`src/rtl/rr_mem_arbiter_if.sv`:
```
// rr_mem_if: per-core request/response lanes plus the shared memory port
interface rr_mem_if #(
  parameter int NUM_CORES = 4,
  parameter int ADDR_W = 12,
  parameter int DATA_W = 8
);
  logic [NUM_CORES-1:0] req, rw, gnt, done, err;
  logic [NUM_CORES*ADDR_W-1:0] addr_in;
  logic [NUM_CORES*DATA_W-1:0] wdata_in;
  logic [DATA_W-1:0] rdata, mem_wdata, mem_rdata;
  logic [ADDR_W-1:0] mem_addr;
  logic mem_valid, mem_rw, mem_ack;
  modport slave (
    input req, rw, addr_in, wdata_in, mem_rdata, mem_ack,
    output gnt, done, err, rdata, mem_valid, mem_rw, mem_addr, mem_wdata
  );
  modport master (
    output req, rw, addr_in, wdata_in, mem_rdata, mem_ack,
    input gnt, done, err, rdata, mem_valid, mem_rw, mem_addr, mem_wdata
  );
endinterface

```
`src/rtl/rr_mem_arbiter.sv`:
```
// rr_mem_arbiter: round-robin arbiter sharing one memory port among NUM_CORES cores
module rr_mem_arbiter #(
  parameter int NUM_CORES = 4,
  parameter int ADDR_W = 12,
  parameter int DATA_W = 8,
  parameter int TIMEOUT = 16
) (
  input logic clk,
  input logic rst,
  rr_mem_if.slave bus
);
  localparam int IW = $clog2(NUM_CORES);
  typedef enum logic [1:0] {IDLE, ACCESS, RESP} state_t;
  state_t state, state_n;
  logic [IW-1:0] last, last_n, sel, sel_n, win, idx;
  logic [7:0] cnt, cnt_n;
  logic abort, abort_n, valid_n, rw_n;
  logic [NUM_CORES-1:0] gnt_n, done_n, err_n;
  logic [ADDR_W-1:0] addr_n;
  logic [DATA_W-1:0] wdata_n, rdata_n;
  // descending scan so the core right after last is written last and wins
  always_comb begin
    win = last;
    idx = '0;
    for (int i = NUM_CORES; i >= 1; i--) begin
      idx = IW'((int'(last) + i) % NUM_CORES);
      if (bus.req[idx]) win = idx;
    end
  end
  always_comb begin
    state_n = state;
    last_n = last;
    sel_n = sel;
    cnt_n = cnt;
    abort_n = abort;
    gnt_n = bus.gnt;
    done_n = '0;
    err_n = '0;
    rdata_n = bus.rdata;
    valid_n = bus.mem_valid;
    rw_n = bus.mem_rw;
    addr_n = bus.mem_addr;
    wdata_n = bus.mem_wdata;
    case (state)
      IDLE: if (|bus.req) begin
        state_n = ACCESS;
        sel_n = win;
        gnt_n = '0;
        gnt_n[win] = 1'b1;
        valid_n = 1'b1;
        rw_n = bus.rw[win];
        addr_n = bus.addr_in[int'(win)*ADDR_W +: ADDR_W];
        wdata_n = bus.wdata_in[int'(win)*DATA_W +: DATA_W];
        cnt_n = '0;
        abort_n = 1'b0;
      end
      ACCESS: if (bus.mem_ack || cnt == 8'(TIMEOUT - 1)) begin
        state_n = RESP;
        gnt_n = '0;
        valid_n = 1'b0;
        abort_n = !bus.mem_ack;
        rdata_n = (bus.mem_ack && !bus.mem_rw) ? bus.mem_rdata : bus.rdata;
      end else begin
        cnt_n = cnt + 8'd1;
      end
      RESP: begin
        state_n = IDLE;
        last_n = sel;
        done_n[sel] = 1'b1;
        err_n[sel] = abort;
      end
      default: state_n = IDLE;
    endcase
  end
  always_ff @(posedge clk or posedge rst) begin
    if (rst) begin
      state <= IDLE;
      last <= IW'(NUM_CORES - 1);
      sel <= '0;
      cnt <= '0;
      abort <= 1'b0;
      bus.gnt <= '0;
      bus.done <= '0;
      bus.err <= '0;
      bus.rdata <= '0;
      bus.mem_valid <= 1'b0;
      bus.mem_rw <= 1'b0;
      bus.mem_addr <= '0;
      bus.mem_wdata <= '0;
    end else begin
      state <= state_n;
      last <= last_n;
      sel <= sel_n;
      cnt <= cnt_n;
      abort <= abort_n;
      bus.gnt <= gnt_n;
      bus.done <= done_n;
      bus.err <= err_n;
      bus.rdata <= rdata_n;
      bus.mem_valid <= valid_n;
      bus.mem_rw <= rw_n;
      bus.mem_addr <= addr_n;
      bus.mem_wdata <= wdata_n;
    end
  end
endmodule

```
`src/flat_wrapper.sv`:
```
// flat-port wrapper written by rule: the top's interface ports become plain ports
module rr_mem_arbiter_flat 
#(
  parameter int NUM_CORES = 4,
  parameter int ADDR_W = 12,
  parameter int DATA_W = 8,
  parameter int TIMEOUT = 16
)
  (clk, rst, bus_req, bus_rw, bus_addr_in, bus_wdata_in, bus_mem_rdata, bus_mem_ack, bus_gnt, bus_done, bus_err, bus_rdata, bus_mem_valid, bus_mem_rw, bus_mem_addr, bus_mem_wdata);
  rr_mem_if #(.NUM_CORES(NUM_CORES), .ADDR_W(ADDR_W), .DATA_W(DATA_W)) bus_i ();
  input logic clk;
  input logic rst;
  input wire logic [$bits(bus_i.req)-1:0] bus_req;
  input wire logic [$bits(bus_i.rw)-1:0] bus_rw;
  input wire logic [$bits(bus_i.addr_in)-1:0] bus_addr_in;
  input wire logic [$bits(bus_i.wdata_in)-1:0] bus_wdata_in;
  input wire logic [$bits(bus_i.mem_rdata)-1:0] bus_mem_rdata;
  input wire logic [$bits(bus_i.mem_ack)-1:0] bus_mem_ack;
  output wire logic [$bits(bus_i.gnt)-1:0] bus_gnt;
  output wire logic [$bits(bus_i.done)-1:0] bus_done;
  output wire logic [$bits(bus_i.err)-1:0] bus_err;
  output wire logic [$bits(bus_i.rdata)-1:0] bus_rdata;
  output wire logic [$bits(bus_i.mem_valid)-1:0] bus_mem_valid;
  output wire logic [$bits(bus_i.mem_rw)-1:0] bus_mem_rw;
  output wire logic [$bits(bus_i.mem_addr)-1:0] bus_mem_addr;
  output wire logic [$bits(bus_i.mem_wdata)-1:0] bus_mem_wdata;
  assign bus_i.req = bus_req;
  assign bus_i.rw = bus_rw;
  assign bus_i.addr_in = bus_addr_in;
  assign bus_i.wdata_in = bus_wdata_in;
  assign bus_i.mem_rdata = bus_mem_rdata;
  assign bus_i.mem_ack = bus_mem_ack;
  assign bus_gnt = bus_i.gnt;
  assign bus_done = bus_i.done;
  assign bus_err = bus_i.err;
  assign bus_rdata = bus_i.rdata;
  assign bus_mem_valid = bus_i.mem_valid;
  assign bus_mem_rw = bus_i.mem_rw;
  assign bus_mem_addr = bus_i.mem_addr;
  assign bus_mem_wdata = bus_i.mem_wdata;
  rr_mem_arbiter #(.NUM_CORES(NUM_CORES), .ADDR_W(ADDR_W), .DATA_W(DATA_W), .TIMEOUT(TIMEOUT)) u_core (.clk(clk), .rst(rst), .bus(bus_i));
endmodule
```
`config.mk`:
```
export PLATFORM = sky130hd
export DESIGN_NAME = rr_mem_arbiter_flat
export DESIGN_NICKNAME = d
export VERILOG_FILES = /design/src/rtl/rr_mem_arbiter_if.sv /design/src/rtl/rr_mem_arbiter.sv /design/src/flat_wrapper.sv
export SDC_FILE = /design/constraint.sdc
export NUM_CORES = 1
export LEC_CHECK = 0
export ABC_AREA = 1
export ABC_CLOCK_PERIOD_IN_PS = 3900
export CORE_AREA = 5 5 132 71
export CTS_CLUSTER_DIAMETER = 200
export DETAILED_ROUTE_END_ITERATION = 7
export DIE_AREA = 0 0 137 76
export GPL_ROUTABILITY_DRIVEN = 0
export PLACE_DENSITY = 0.81
export SYNTH_ARGS = -nofsm -noshare
export SYNTH_HDL_FRONTEND = slang
export SYNTH_SLANG_ARGS = --single-unit
```
`constraint.sdc`:
```
create_clock -name clk -period 3.9 [get_ports clk]
set_clock_uncertainty 0.05 [all_clocks]
set_input_delay 0.975 -clock clk [delete_from_list [all_inputs] [get_ports clk]]
set_output_delay 0.975 -clock clk [all_outputs]
set_load 0.1 [all_outputs]
```
==> impl_metrics.tcl <==
set metrics [dict create \
    netlist_area_um2 3520 \
    setup_viol 0 \
    rsz0062_at_grt "false" \
    first_pass_iters 5 \
    avgSynthCellArea_um2 7.23 \
    yosysWarnings 0 \
    synth_seq_area_share_pct 40.6 \
    crit_type "input pin to flip-flop" \
    clkSinkCount 57 \
    cp_max_fo 59 \
    synth_common_cells "nand2_1, inv_1, nand3_1" \
    num_vias 3554 \
    ys_ff_latch 57 \
    antenna_found_initial 0 \
    synth-edff-count 0 \
    synth-async-reset-ratio_pct 100 \
    postCtsHoldBufs 0 \
    synth_area_leader_cell "dfrtp_1" \
    core_um2 8260 \
    grt_max_degree 60 \
    floorplan.initialDensity_pct 42.7 \
    hold_path_startpoint "u_core.bus.mem_wdata[6]$_DFFE_PP0P_" \
    layout-drive-gt1-share_pct 8.93 \
    grt.overflow.total 0 \
    post_drt_wl_per_cell_um 13.0 \
    fin_tns_setup_ps 0 \
    syn_to_final_growth_pct 49.4 \
    post-cts-setup-buffers 0 \
    fmax_ghz 0.338 \
    dieArea_um2 10400 \
    status "complete, no violations" \
    cts.path.max_buffers 2 \
    fp.dieW_um 137 \
    postRouteAntennaNets 0 \
    cts_max_level 3 \
    cap_violations 0 \
    io-pin-count 141 \
    vias_per_cell 4.78 \
    drc 0 \
    regToRegSetupSlack_ps 1310 \
    rows 24 \
    n_antenna_cell 0 \
    nets 722 \
    slew_violations 0 \
    synth.most_common_cell "nand2_1" \
    numCtsBuffers 9 \
    ys_top_cells_by_area "dfrtp_1, nand2_1, nand3_1" \
    cts_resized 0 \
    grt.total_usage_pct 18.4 \
    finalCriticalPeriod_ps 2960 \
    whs_path_depth 2 \
    cts_root_buf "clkbuf_16" \
    tightest_slew_ps 1030 \
    clkLatencyLatePin_ps 320 \
    die_h_um 76 \
    whs_endpoint "u_core.bus.mem_wdata[6]$_DFFE_PP0P_" \
    hold_violations 0 \
    mappedNetlistNets 587 \
    multiInputGateArea_um2 1570 \
    ys.flop_type "dfrtp_1" \
    synth_top_area_share_pct 39.1 \
    period_share_pct 75.9 \
    rr_endpoint "u_core.bus.mem_wdata[0]$_DFFE_PP0P_" \
    reg2reg_depth 13 \
    start_kind "input pin" \
    worstSetupEndpointType "flip-flop" \
    dp_hpwl_mm 7.48 \
    wl_mm 9.68 \
    required_ps 4050 \
    holdCritPathClass "flip-flop to flip-flop" \
    tritoncts "done" \
    path_clk_slew_ps 50 \
    syn_inst 487 \
    reg2reg_from "u_core.last[0]$_DFFE_PP1P_" \
    place.port_buffers 140 \
    synth.distinct_cells 34 \
    grt_first_pass_wirelength_mm 15.5 \
    n_fill_cell 682 \
    slew_headroom_pct 31.4 \
    drtIter0Drc 207 \
    grt_pass1_vias 3382 \
    layout.area.seq_um2 1430 \
    cp.arrival_ps 3110 \
]
-- area by class of cell --
cell class                 instances  share of cell area [%]
multi-input combinational        316                    29.8
sequential                        57                    27.1
timing repair buffer             143                    27.1
inverter                          95                    6.92
clock buffer                      11                    4.80
tap                              117                    2.78
clock inverter                     5                    1.47
-- worst max-delay path by stage --
stage,startpoint,end,cells after the start
finish,bus_req[1],u_core.bus.mem_wdata[0]$_DFFE_PP0P_,13
global route,bus_req[2],u_core.bus.mem_addr[7]$_DFFE_PP0P_,14
CTS,bus_req[3],u_core.bus.mem_wdata[3]$_DFFE_PP0P_,14
detailed placement,bus_req[1],u_core.bus.mem_wdata[3]$_DFFE_PP0P_,13
global placement,bus_req[3],u_core.bus.mem_addr[1]$_DFFE_PP0P_,11
floorplan,rst,u_core.abort$_DFFE_PP0P_,1
-- stage by stage --
stage / hold slack [ps] / cell area [µm²] / std cells / worst slack [ps] / utilization, %
floorplan: 434 / 3520 / 487 / 1480 / -
global placement: 406 / 4930 / 728 / 715 / 59.7
detailed placement: 413 / 4930 / 728 / 619 / 59.7
CTS: 429 / 5260 / 744 / 949 / 63.7
global route: 455 / 5260 / 744 / 670 / 63.7
finish: 423 / 5260 / 744 / 940 / 63.7
-- sequential cells by signal, indices dropped and copies added (netlist names) --
name	count
u_core.bus.mem_addr	12
u_core.bus.mem_wdata	8
u_core.bus.rdata	8
u_core.cnt	8
u_core.bus.done	4
u_core.bus.err	4
u_core.bus.gnt	4
u_core.last	2
u_core.sel	2
u_core.state	2
u_core.abort	1
u_core.bus.mem_rw	1
u_core.bus.mem_valid	1
-- layout by cell type, fill, tap and decap left out, types with 2 or more instances in the layout --
cell type,instances
nor2_1,13
dfrtp_1,55
nor3_1,9
nor4_1,2
clkinv_2,2
or2_1,14
a21oi_1,5
buf_4,3
inv_2,3
clkbuf_16,9
bufinv_16,2
nand3_2,4
o21ai_0,8
inv_1,89
nand2_4,5
dfstp_2,2
clkdlybuf4s50_1,140
nand2_2,9
mux2_2,8
nand3_1,80
nand4_1,2
clkbuf_8,2
nand2_1,146
o21ai_1,2
-- critical path: stages --
cell and delay (ps):
clkdlybuf4s50_1 460, nand2_2 110, nand2_2 80, nand2_4 110, nand2_4 70, inv_4 70
nand3_4 290, nand2_4 530, nand2_1 120, nand3_1 90, nand2_1 60, nand2_1 60
nand2_1 70
-- cells by family (layout without fill, tap and decap cells) --
family	Yosys count	after routing	synth area share (%)
AND/OR/NAND/NOR	287	287	38.1
buffers and inverters	114	254	14.9
adder cells (fa/ha/maj)	1	1	0.355
flip-flops	57	57	40.6
multiplexers	8	8	2.56
AO/OA/AOI/OAI	20	20	3.52
-- per-layer routing --
layer / track usage (%) / part of all wire [%]
met1: 25.9 / 46
met2: 28.0 / 44
met3: 6.79 / 9.7
met4: 2.49 / 0.41
met5: 0 / 0
Power is not shown: default switching activity piles up to over one toggle a cycle in this logic, so the estimate is an artifact.
